**config.mk**
```make
export PLATFORM = sky130hd
export DESIGN_NAME = rx_deserializer
export DESIGN_NICKNAME = d
export VERILOG_FILES = /design/src/rtl/rx_deserializer.sv
export SDC_FILE = /design/constraint.sdc
export NUM_CORES = 1
export LEC_CHECK = 0
export BUFFER_PORTS_ARGS = -buffer_cell sky130_fd_sc_hd__buf_4
export CORE_ASPECT_RATIO = 1.75
export CORE_UTILIZATION = 40
export CTS_BUF_LIST = sky130_fd_sc_hd__clkbuf_8 sky130_fd_sc_hd__clkbuf_16
export CTS_CLUSTER_SIZE = 14
export DETAILED_ROUTE_END_ITERATION = 12
export PLACE_DENSITY = 0.63
export SETUP_SLACK_MARGIN = 0.05
export SLEW_MARGIN = 20
export SYNTH_ARGS = -nofsm -noshare
export SYNTH_HDL_FRONTEND = slang
export SYNTH_SLANG_ARGS = --single-unit
export TNS_END_PERCENT = 20
```
**constraint.sdc**
```tcl
create_clock -name i_clk -period 2.8 [get_ports i_clk]
set_input_delay 0.56 -clock i_clk [delete_from_list [all_inputs] [get_ports i_clk]]
set_output_delay 0.56 -clock i_clk [all_outputs]
set_load 0.01 [all_outputs]
```
**src/rtl/rx_deserializer.sv**
```systemverilog
// Serial frame receiver: FAS hunt, LSB-first byte capture, BIP-8 frame check and 3-cycle ACK return.
// Optional BIP-8 comparison is enabled by defining RX_BIP8_CHECK_EN; otherwise every complete frame checks good.
module rx_deserializer (
  input  logic       i_clk,
  input  logic       i_rst,
  input  logic       i_otn_rx_data,
  input  logic       i_arq_en,
  output logic [7:0] o_frame_data,
  output logic       o_frame_data_valid,
  output logic       o_frame_data_fas,
  output logic       o_frame_good,
  output logic       o_frame_bad,
  output logic       o_otn_tx_ack
);

  // F6,F6,F6,28,28,28 sent LSB-first; the first bit sent ends up in bit 0.
  localparam logic [47:0] FAS          = 48'h282828_F6F6F6;
  localparam logic [12:0] FAS_BYTES    = 13'd6;
  localparam logic [12:0] LAST_PAYLOAD = 13'd4163;
  localparam logic [12:0] FRAME_BYTES  = 13'd4164;

  typedef enum logic [2:0] {
    S_HUNT,
    S_CAPTURE,
    S_CHECK,
    S_ACK_START,
    S_ACK_BIT,
    S_ACK_STOP
  } state_t;

  state_t      r_state;
  state_t      w_state_nxt;
  logic        r_sync1;
  logic        r_rx_s;
  logic [47:0] r_hist;
  logic [2:0]  r_bit_cnt;
  logic [12:0] r_byte_cnt;
  logic [6:0]  r_shift;
  logic        r_result;
  logic [7:0]  r_data;
  logic        r_valid;
  logic        r_fas;
  logic        r_good;
  logic        r_bad;
  logic        r_ack;

  logic        w_bit;
  logic [7:0]  w_byte;
  logic [12:0] w_byte_num;
  logic        w_fas_hit;
  logic        w_byte_done;
  logic        w_frame_end;
  logic        w_check_ok;
  logic        w_ack_nxt;

  // The lock decision is made on the registered history, so capture reads the
  // newest history bit to stay aligned with the first payload bit.
  assign w_bit       = r_hist[47];
  assign w_byte      = {w_bit, r_shift};
  assign w_byte_num  = r_byte_cnt + 13'd1;
  assign w_fas_hit   = (r_state == S_HUNT) && (r_hist == FAS);
  assign w_byte_done = (r_state == S_CAPTURE) && (r_bit_cnt == 3'd7);
  assign w_frame_end = w_byte_done && (w_byte_num == FRAME_BYTES);

`ifdef RX_BIP8_CHECK_EN
  logic [7:0] r_bip;

  always_ff @(posedge i_clk) begin
    if (i_rst) begin
      r_bip <= 8'h00;
    end else if (w_fas_hit) begin
      r_bip <= 8'h00;
    end else if (w_byte_done && (w_byte_num <= LAST_PAYLOAD)) begin
      r_bip <= r_bip ^ w_byte;
    end
  end

  assign w_check_ok = (w_byte == r_bip);
`else
  assign w_check_ok = 1'b1;
`endif

  always_ff @(posedge i_clk) begin
    if (i_rst) begin
      r_state <= S_HUNT;
    end else begin
      r_state <= w_state_nxt;
    end
  end

  always_comb begin
    w_state_nxt = r_state;
    w_ack_nxt   = 1'b1;
    case (r_state)
      S_HUNT:      if (w_fas_hit) w_state_nxt = S_CAPTURE;
      S_CAPTURE:   if (w_frame_end) w_state_nxt = S_CHECK;
      S_CHECK:     w_state_nxt = i_arq_en ? S_ACK_START : S_HUNT;
      S_ACK_START: w_state_nxt = S_ACK_BIT;
      S_ACK_BIT:   w_state_nxt = S_ACK_STOP;
      S_ACK_STOP:  w_state_nxt = S_HUNT;
      default:     w_state_nxt = S_HUNT;
    endcase
    // ACK line is registered so its value tracks the state being entered.
    case (w_state_nxt)
      S_ACK_START: w_ack_nxt = 1'b0;
      S_ACK_BIT:   w_ack_nxt = r_result;
      S_ACK_STOP:  w_ack_nxt = 1'b0;
      default:     w_ack_nxt = 1'b1;
    endcase
  end

  always_ff @(posedge i_clk) begin
    if (i_rst) begin
      r_sync1    <= 1'b1;
      r_rx_s     <= 1'b1;
      r_hist     <= '1;
      r_bit_cnt  <= 3'd0;
      r_byte_cnt <= 13'd0;
      r_shift    <= 7'd0;
      r_result   <= 1'b0;
      r_data     <= 8'h00;
      r_valid    <= 1'b0;
      r_fas      <= 1'b0;
      r_good     <= 1'b0;
      r_bad      <= 1'b0;
      r_ack      <= 1'b1;
    end else begin
      r_sync1 <= i_otn_rx_data;
      r_rx_s  <= r_sync1;
      r_hist  <= {r_rx_s, r_hist[47:1]};
      r_valid <= 1'b0;
      r_fas   <= 1'b0;
      r_good  <= 1'b0;
      r_bad   <= 1'b0;
      r_ack   <= w_ack_nxt;
      if (w_fas_hit) begin
        r_bit_cnt  <= 3'd0;
        r_byte_cnt <= FAS_BYTES;
        r_fas      <= 1'b1;
      end
      if (r_state == S_CAPTURE) begin
        r_shift   <= w_byte[7:1];
        r_bit_cnt <= r_bit_cnt + 3'd1;
        if (w_byte_done) begin
          r_byte_cnt <= w_byte_num;
          if (w_byte_num <= LAST_PAYLOAD) begin
            r_data  <= w_byte;
            r_valid <= 1'b1;
          end
        end
        if (w_frame_end) begin
          r_result <= w_check_ok;
          r_good   <= w_check_ok;
          r_bad    <= !w_check_ok;
        end
      end
    end
  end

  assign o_frame_data       = r_data;
  assign o_frame_data_valid = r_valid;
  assign o_frame_data_fas   = r_fas;
  assign o_frame_good       = r_good;
  assign o_frame_bad        = r_bad;
  assign o_otn_tx_ack       = r_ack;

endmodule

```
==> results of run 1 <==
## critical path, cell delays in order (launching register included)
cell     delay [ns]
dfxtp_1        0.46
ha_1           0.42
nand4_4        0.22
nor3_4         0.29
a31oi_4        0.16
nor4_4         0.43
nor2_2         0.08
a221o_1        0.34
## area by class of cell
type / instances / share of cell area
Sequential cell: 89 / 0.4365
Inverter: 5 / 0.004598
Multi-Input combinational cell: 262 / 0.4136
Timing Repair Buffer: 20 / 0.03985
Tap cell: 117 / 0.03587
Clock buffer: 11 / 0.06193
Clock inverter: 5 / 0.007664
## per-stage QoR
| step | std cells | setup slack, ns | area (sq um) | utilization | power (uW) |
|---|---|---|---|---|---|
| 2_1_floorplan | 381 | 0.6833 | 3600 | - | 1316 |
| 3_3_place_gp | 492 | 0.1952 | 3767 | 0.4317 | 1323 |
| 3_5_place_dp | 492 | 0.07469 | 3767 | 0.4317 | 1324 |
| 4_1_cts | 508 | 0.05545 | 4059 | 0.4651 | 2449 |
| 5_1_grt | 509 | 0.06695 | 4081 | 0.4677 | 2493 |
| 6_report | 509 | 0.2870 | 4081 | 0.4677 | 2415 |
## sequential cells by signal (all words and copies together) (netlist names)
register	flops
o_frame_data	8
o_frame_data_fas	1
r_rx_s	1
r_state	3
r_shift	7
o_frame_data_valid	1
r_result	1
r_byte_cnt	13
r_sync1	1
o_frame_good	1
r_hist	48
o_otn_tx_ack	1
r_bit_cnt	3
## layout by cell type (no fill, tap or decap), types with 6 or more instances in the layout
cell type	count
nand2_1	41
dfxtp_1	89
nor3_1	7
o21ai_0	13
clkbuf_16	9
a21oi_1	20
nor2_1	26
o311ai_0	7
buf_4	19
a2bb2oi_1	8
nand4_1	6
or2_2	50
and3_1	11
inv_1	6
## worst max-delay path by stage
stage | from | endpoint | cells after the start
2_1_floorplan | r_byte_cnt[0] | o_otn_tx_ack | 8
3_3_place_gp | r_byte_cnt[0] | o_frame_data[2] | 6
3_5_place_dp | r_byte_cnt[0] | o_frame_data[2] | 6
4_1_cts | r_byte_cnt[0] | o_frame_data[3] | 5
5_1_grt | r_byte_cnt[0] | o_otn_tx_ack | 7
6_report | r_byte_cnt[0] | o_otn_tx_ack | 7
## what timing repair did
item	in CTS	in global routing
pin swaps	0	1
resized for setup	1	1
endpoints found under the setup margin	1	9
setup buffers	0	1
## routing by layer
metal | global-route usage | wire length, microns | share of wire
met5 | 0 | 0 | 0
met4 | 0.09502 | 204 | 0.029
met3 | 0.02918 | 146 | 0.021
met2 | 0.2893 | 3680 | 0.53
met1 | 0.1662 | 2924 | 0.42
## cells by family (layout without fill, tap and decap cells)
logic type      Yosys count  in the layout
fa+ha+maj                 5              5
simple gates            184            184
xor+xnor                  3              3
mux                       1              1
compound gates           68             68
other cells               1              1
buf+inv                  30             41
flops                    89             89
## power by group through the flow
stage | Clock, uW | Sequential [uW] | Combinational (uW)
5_1_grt | 1200 | 1270 | 28.5
3_5_place_dp | 0 | 1300 | 26.1
6_report | 1120 | 1270 | 25.3
2_1_floorplan | 0 | 1300 | 18.5
3_3_place_gp | 0 | 1300 | 26.1
4_1_cts | 1150 | 1270 | 26.2
==> results.py, run 1 <==
metrics = {
    "status": {
        "run_status": "finished clean",
    },
    "floorplan": {
        "start_util": 0.4125,
        "coreArea_sq_um": 8727,
        "io_pins": 17,
        "std_cell_rows": 45,
        "die_area_sq_um": 9398,
        "die_w_microns": 73.71,
        "die-height_microns": 127.5,
    },
    "timing": {
        "fin_hold_ws_ns": 0.4089,
        "max_slew_margin": 0.4930,
        "clock_skew_ns": 0.007016,
        "fmax_ghz": 0.3979,
        "finalMaxSlewViolations": 0,
        "finalSetupViolCount": 0,
        "rsz0062_at_grt": "false",
        "fin_crit_sh": 0.8975,
        "setup_tns_ns": 0,
        "timing_hold_violations_final": 0,
        "worst_pin_slew_ns": 0.7577,
        "min_period_ns": 2.513,
    },
    "power": {
        "switching_share": 0.2055,
        "power_frac_clock": 0.464,
        "p_sw_uw": 496.3,
        "p_leak_uw": 0.001519,
        "p_seq_frac": 0.525,
        "vdd_drop_max_mv": 0.2886,
        "p_int_uw": 1919,
        "p_per_area_nw_per_um2": 591.7,
        "p_comb_frac": 0.010,
    },
    "yosys": {
        "synth-xor-area-share": 0.007299,
        "synth_top_area_frac": 0.4950,
        "yosys.area.top_type": "dfxtp_1",
        "synth_simple_gate_area_frac": 0.3041,
        "synthTopCellsByCount": "dfxtp_1, or2_2, nand2_1, nor2_1, a21oi_1",
        "netlist_instances": 381,
        "synth-seq-area-share": 0.4950,
        "synth_edf_count": 0,
        "yosysWarnings": 0,
        "synth_fp_nets": 390,
        "synth_top_family_by_area": "simple AND/OR/NAND/NOR gates",
        "synth_adder_area_share": 0.01738,
        "avgSynthCellArea_sq_um": 9.448,
        "ys_async_sr_fraction": 0,
        "yosysMostFrequentCell": "dfxtp_1",
        "synth.area.top_cells": "dfxtp_1, or2_2, nand2_1, nor2_1, a21oi_1",
        "ys_seq_elements": 89,
        "syn_area_sq_um": 3600,
        "synthMuxAreaShare": 0.002781,
        "ys_types": 59,
        "ys.flop_type": "dfxtp_1",
        "synth-compound-area-share": 0.1335,
    },
    "placement": {
        "gp_congestion": 0.8288,
        "dp_hpwl_microns": 4811,
        "numPortBuffers": 15,
    },
    "route": {
        "vias": 2675,
        "drc_errors": 0,
        "antenna_left": 0,
        "first_pass_iters": 4,
        "vias_per_cell": 5.255,
        "wl_per_cell_microns": 13.67,
        "drt_iter0_markers": 106,
        "drt_wl_total_microns": 6956,
    },
    "global_route": {
        "grt_max_degree": 42,
        "antenna_found_initial": 0,
        "grt_pass1_vias": 2607,
        "grt_usage": 0.1602,
        "grt_pass1_wl_microns": 11560,
        "grt.overflow.total": 0,
    },
    "layout": {
        "multiInputGateArea_sq_um": 1688,
        "nets": 396,
        "drive_gt1_frac": 0.2577,
        "diodes": 0,
        "area_growth_pct": 13.38,
        "regArea_sq_um": 1782,
        "fillers": 848,
    },
    "clock_network": {
        "cts.reportedPaths.clkPinSlew_ns": 0.06,
        "clock_path_buffers": 2,
        "root_buffer": "clkbuf_16",
        "cts_tree": "done",
        "cts_made_buffers": 9,
        "cts.sinks": 89,
        "clk_latency_ns": 0.33,
        "htree_levels": 3,
        "cts-hold-fix-buffers": 0,
    },
    "worst_setup_path": {
        "r2r_end": "o_otn_tx_ack",
        "regToRegSetupSlack_ns": 0.29,
        "worst-setup-path-type": "reg -> reg",
        "cp-end-kind": "register",
        "worst_r2r_path_depth": 7,
        "crit_fanout": 10,
        "start_kind": "register",
        "crit_arrival_ns": 2.73,
        "worstPathRequired_ns": 3.01,
        "r2r_start": "r_byte_cnt[0]",
    },
    "hold_path": {
        "min_path_type": "reg -> reg",
        "min_from": "r_sync1",
        "worst_hold_path.num_cells": 1,
        "hold_path_end": "r_rx_s",
    },
    "flow_run": {
        "max_cap_viol_count": 0,
    },
}
Power figures use the tool's default switching activity.
==> inputs of run 2 (changes only) <==
--- a/config.mk
+++ b/config.mk
@@ -5,13 +5,13 @@
 export SDC_FILE = /design/constraint.sdc
 export NUM_CORES = 1
 export LEC_CHECK = 0
-export BUFFER_PORTS_ARGS = -buffer_cell sky130_fd_sc_hd__buf_4
+export BUFFER_PORTS_ARGS = -buffer_cell sky130_fd_sc_hd__buf_2
 export CORE_ASPECT_RATIO = 1.75
-export CORE_UTILIZATION = 40
+export CORE_UTILIZATION = 60
 export CTS_BUF_LIST = sky130_fd_sc_hd__clkbuf_8 sky130_fd_sc_hd__clkbuf_16
 export CTS_CLUSTER_SIZE = 14
 export DETAILED_ROUTE_END_ITERATION = 12
-export PLACE_DENSITY = 0.63
+export PLACE_DENSITY = 0.85
 export SETUP_SLACK_MARGIN = 0.05
 export SLEW_MARGIN = 20
 export SYNTH_ARGS = -nofsm -noshare
==> results.py, run 2 (synthesized netlist as in run 1, its figures left out) <==
metrics = {
    "floorplan": {
        "die_area_sq_um": 6325,
        "io_pins": 17,
        "std_cell_rows": 37,
        "die_w_microns": 60.55,
        "start_util": 0.6171,
        "coreArea_sq_um": 5833,
        "die-height_microns": 104.5,
    },
    "layout": {
        "nets": 394,
        "diodes": 0,
        "final_cell_mix": "dfxtp_1, or2_2, nand2_1",
        "regArea_sq_um": 1782,
        "final_common_cell": "dfxtp_1",
        "top_register": "r_hist",
        "fin_cells": 467,
        "fillers": 495,
        "multiInputGateArea_sq_um": 1688,
        "area_growth_pct": 7.334,
        "drive_gt1_frac": 0.2519,
        "largest_reg_flops": 48,
    },
    "worst_setup_path": {
        "worst-setup-path-type": "reg -> reg",
        "crit_arrival_ns": 2.72,
        "cp-end-kind": "register",
        "path_buf_inv": 0,
        "crit_fanout": 17,
        "r2r_end": "o_frame_data[0]",
        "crit_end": "o_frame_data[0]",
        "slowest_delay_ns": 0.59,
        "path_cells": "ha_1 > and3_1 > o211a_1 > o21ai_0 > a211oi_4 > o311ai_0",
        "regToRegSetupSlack_ns": 0.28,
        "startpoint": "r_byte_cnt[0]",
        "worstPathRequired_ns": 3.00,
        "worst_r2r_path_depth": 6,
        "start_kind": "register",
        "r2r_start": "r_byte_cnt[0]",
        "cp_slowest_cell": "a211oi_4",
        "cp_top_family": "compound AO/OA/AOI/OAI gates",
        "path_depth": 6,
    },
    "timing": {
        "rsz0062_at_grt": "false",
        "finalSetupViolCount": 0,
        "worst_pin_slew_ns": 0.7904,
        "fin_crit_sh": 0.9006,
        "setup_tns_ns": 0,
        "min_period_ns": 2.522,
        "finalMaxSlewViolations": 0,
        "fin_hold_ws_ns": 0.3824,
        "clock_skew_ns": 0.01425,
        "timing_hold_violations_final": 0,
        "fmax_ghz": 0.3966,
        "max_slew_margin": 0.4711,
    },
    "clock_network": {
        "cts_made_buffers": 9,
        "cts.sinks": 89,
        "clock_path_buffers": 2,
        "root_buffer": "clkbuf_8",
        "clk_latency_ns": 0.36,
        "cts_tree": "done",
        "cts.reportedPaths.clkPinSlew_ns": 0.08,
        "htree_levels": 3,
    },
    "placement": {
        "dp_hpwl_microns": 4530,
        "numPortBuffers": 15,
        "gp_congestion": 0.8235,
        "dp_cells": 452,
    },
    "hold_path": {
        "min_from": "i_otn_rx_data",
        "min_path_type": "in -> reg",
    },
    "route": {
        "antenna_left": 0,
        "wl_per_cell_microns": 14.28,
        "drt_wl_total_microns": 6670,
        "drt_iter0_markers": 200,
        "vias": 2631,
        "drc_errors": 0,
        "first_pass_iters": 4,
        "vias_per_cell": 5.634,
    },
    "global_route": {
        "grt_pass1_wl_microns": 10850,
        "grt.overflow.total": 0,
        "grt_pass1_vias": 2478,
        "grt_max_degree": 69,
        "grt_usage": 0.2292,
        "antenna_found_initial": 0,
    },
    "flow_run": {
        "max_cap_viol_count": 0,
    },
    "status": {
        "run_status": "finished clean",
    },
    "power": {
        "p_per_area_nw_per_um2": 541.4,
        "p_leak_uw": 0.001459,
        "vdd_drop_max_mv": 0.4594,
    },
}
## run 2: cell types whose count changed in the layout (fill, tap and decap cells not counted)
| cell | before | now |
|---|---|---|
| buf_4 | 19 | 3 |
| inv_6 | 0 | 1 |
| buf_12 | 1 | 0 |
| clkinvlp_4 | 3 | 1 |
| clkbuf_16 | 9 | 0 |
| buf_2 | 0 | 15 |
| clkinv_2 | 1 | 0 |
| clkinv_4 | 0 | 1 |
| clkbuf_8 | 2 | 11 |
## run 2: final cells by class
cell class	instances	share of cell area
clock inverters	4	0.007448
multi-input cells	262	0.4369
repair buffers	18	0.02526
clock buffers	11	0.03918
flip-flops and latches	89	0.4611
inverters	5	0.004858
well taps	78	0.02526
## run 2: worst min path at each step
stage	end	slack, ns	cells after the start
2_1_floorplan	r_hist[47]	0.39	1
3_3_place_gp	r_rx_s	0.40	1
3_5_place_dp	r_rx_s	0.40	1
4_1_cts	r_sync1	0.37	2
5_1_grt	r_sync1	0.38	2
6_report	r_sync1	0.38	2
## run 2: what timing repair did
item	CTS	global route
gates resized for setup	0	2
setup buffers	0	0
hold buffers	0	0
setup endpoints to repair	0	9
## run 2: report_power, final
part / switching, uW / internal, uW
clock network: 433 / 368
registers: 0.987 / 1270
logic: 18.6 / 4.75
## run 2: metrics by stage
| stage | setup slack [ns] | power, uW | area [sq um] | utilization |
|---|---|---|---|---|
| 5_1_grt | 0.08875 | 2164 | 3864 | 0.6624 |
| 4_1_cts | 0.06135 | 2112 | 3854 | 0.6607 |
| 2_1_floorplan | 0.6833 | 1316 | 3600 | - |
| 3_5_place_dp | 0.06839 | 1321 | 3674 | 0.6298 |
| 6_report | 0.2783 | 2092 | 3864 | 0.6624 |
| 3_3_place_gp | 0.2524 | 1321 | 3674 | 0.6298 |
## run 2: layer usage
layer,track usage,vias to the layer above,share of wire
met3,0.05224,14,0.023
met2,0.3885,39,0.52
met4,0.1104,0,0.022
li1,-,1332,-
met5,0,-,0
met1,0.2585,1246,0.44
==> inputs of run 3 (changes only) <==
--- a/config.mk
+++ b/config.mk
@@ -7,11 +7,11 @@
 export LEC_CHECK = 0
 export BUFFER_PORTS_ARGS = -buffer_cell sky130_fd_sc_hd__buf_2
 export CORE_ASPECT_RATIO = 1.75
-export CORE_UTILIZATION = 60
+export CORE_UTILIZATION = 58
 export CTS_BUF_LIST = sky130_fd_sc_hd__clkbuf_8 sky130_fd_sc_hd__clkbuf_16
 export CTS_CLUSTER_SIZE = 14
 export DETAILED_ROUTE_END_ITERATION = 12
-export PLACE_DENSITY = 0.85
+export PLACE_DENSITY = 0.83
 export SETUP_SLACK_MARGIN = 0.05
 export SLEW_MARGIN = 20
 export SYNTH_ARGS = -nofsm -noshare
==> results.py, run 3 (synthesized netlist as in run 1, its figures left out) <==
metrics = {
    "global_route": {
        "grt.overflow.total": 0,
        "antenna_found_initial": 0,
        "grt_pass1_wl_microns": 10660,
        "grt_pass1_vias": 2444,
        "grt_max_degree": 74,
        "grt_usage": 0.2154,
    },
    "worst_setup_path": {
        "worst_r2r_path_depth": 7,
        "slowest_delay_ns": 0.49,
        "path_cells": "ha_1 > nand4_4 > nor3_4 > a31oi_4 > nor4_4 > nor2_2 > a221o_1",
        "cp_slowest_cell": "dfxtp_1",
        "cp_top_family": "simple AND/OR/NAND/NOR gates",
        "crit_arrival_ns": 2.77,
        "regToRegSetupSlack_ns": 0.28,
        "worst-setup-path-type": "reg -> reg",
        "r2r_end": "o_otn_tx_ack",
        "crit_fanout": 10,
        "start_kind": "register",
        "cp-end-kind": "register",
        "r2r_start": "r_byte_cnt[0]",
        "worstPathRequired_ns": 3.05,
        "path_buf_inv": 0,
    },
    "placement": {
        "gp_congestion": 0.8398,
        "dp_hpwl_microns": 4447,
        "dpl-instance-area_sq_um": 3674,
        "numPortBuffers": 15,
    },
    "floorplan": {
        "std_cell_rows": 37,
        "die-height_microns": 106.2,
        "io_pins": 17,
        "die_w_microns": 61.55,
        "start_util": 0.6075,
        "die_area_sq_um": 6538,
        "coreArea_sq_um": 5926,
    },
    "clock_network": {
        "cts_made_buffers": 9,
        "clk_latency_ns": 0.36,
        "cts.sinks": 89,
        "cts.reportedPaths.clkPinSlew_ns": 0.09,
        "cts_tree": "done",
        "clock_path_buffers": 2,
        "htree_levels": 3,
        "root_buffer": "clkbuf_8",
        "cts-hold-fix-buffers": 0,
        "post_cts_buffers": 0,
        "cts_resized": 0,
    },
    "route": {
        "vias_per_cell": 5.737,
        "drc_errors": 0,
        "vias": 2685,
        "wl_per_cell_microns": 14.12,
        "drt_wl_total_microns": 6609,
        "first_pass_iters": 5,
        "antenna_left": 0,
        "drt_iter0_markers": 373,
    },
    "power": {
        "power_frac_clock": 0.407,
        "p_leak_uw": 0.001463,
        "p_seq_frac": 0.582,
        "switching_share": 0.2141,
        "p_sw_uw": 466.1,
        "p_per_area_nw_per_um2": 559.7,
        "power.total_uw": 2177,
        "p_int_uw": 1711,
        "p_comb_frac": 0.011,
        "vdd_drop_max_mv": 0.3893,
    },
    "timing": {
        "clock_skew_ns": 0.01610,
        "setup_tns_ns": 0,
        "worst_pin_slew_ns": 0.7223,
        "rsz0062_at_grt": "false",
        "fmax_ghz": 0.3961,
        "finalMaxSlewViolations": 0,
        "finalSetupViolCount": 0,
        "timing_hold_violations_final": 0,
        "max_slew_margin": 0.5167,
        "min_period_ns": 2.524,
        "fin_hold_ws_ns": 0.3898,
        "fin_crit_sh": 0.9016,
    },
    "layout": {
        "drive_gt1_frac": 0.2538,
        "final_cell_mix": "dfxtp_1, or2_2, nand2_1",
        "area_growth_pct": 8.029,
        "largest_reg_flops": 48,
        "diodes": 0,
        "fillers": 503,
        "design_area_sq_um": 3889,
        "top_register": "r_hist",
        "final_common_cell": "dfxtp_1",
        "nets": 394,
    },
    "hold_path": {
        "min_path_type": "in -> reg",
        "hold_path_end": "r_sync1",
        "worst_hold_path.num_cells": 2,
        "min_from": "i_otn_rx_data",
    },
    "flow_run": {
        "max_cap_viol_count": 0,
    },
    "status": {
        "run_status": "finished clean",
    },
}
==> run 3: through the flow <==
| step | std cells | util | setup slack, ns |
|---|---|---|---|
| 2_1_floorplan | 381 | - | 0.6833 |
| 3_3_place_gp | 452 | 0.6199 | 0.2557 |
| 3_5_place_dp | 452 | 0.6199 | 0.05235 |
| 4_1_cts | 468 | 0.6546 | 0.05600 |
| 5_1_grt | 468 | 0.6563 | 0.1200 |
| 6_report | 468 | 0.6563 | 0.2756 |
==> run 3: routing by layer <==
| metal | vias to the layer above | GRT usage | share of wire | wire, microns |
|---|---|---|---|---|
| li1 | 1339 | - | - | - |
| met1 | 1277 | 0.2451 | 0.42 | 2795 |
| met2 | 54 | 0.3633 | 0.52 | 3460 |
| met3 | 15 | 0.04258 | 0.029 | 191 |
| met4 | 0 | 0.1111 | 0.025 | 162 |
| met5 | - | 0 | 0 | 0 |
==> run 3: final cells by class <==
class                   instances  area (sq um)  share of cell area
well taps                      78         97.59             0.02510
clock inverters                 6         67.56             0.01737
flip-flops and latches         89          1782              0.4582
multi-input cells             262          1688              0.4340
inverters                       5         18.77            0.004826
clock buffers                  10         137.6             0.03539
repair buffers                 18         97.59             0.02510
==> run 3: worst max path at each step <==
stage          slack, ns           from               to  cells past startpoint
2_1_floorplan       0.68  r_byte_cnt[0]     o_otn_tx_ack                      8
3_3_place_gp        0.26  r_byte_cnt[0]  o_frame_data[1]                      6
3_5_place_dp        0.05  r_byte_cnt[0]  o_frame_data[0]                      6
4_1_cts             0.06  r_byte_cnt[0]  o_frame_data[0]                      6
5_1_grt             0.12  r_byte_cnt[0]     o_otn_tx_ack                      7
6_report            0.28  r_byte_cnt[0]     o_otn_tx_ack                      7
==> run 3: power groups by stage <==
| stage | sequential (uW) | clock, uW | combinational (uW) |
|---|---|---|---|
| global route | 1270 | 962 | 26.5 |
| global placement | 1300 | 0 | 23.5 |
| CTS | 1270 | 912 | 24.0 |
| finish | 1270 | 885 | 23.7 |
| detailed placement | 1300 | 0 | 24.2 |
| floorplan | 1300 | 0 | 18.5 |
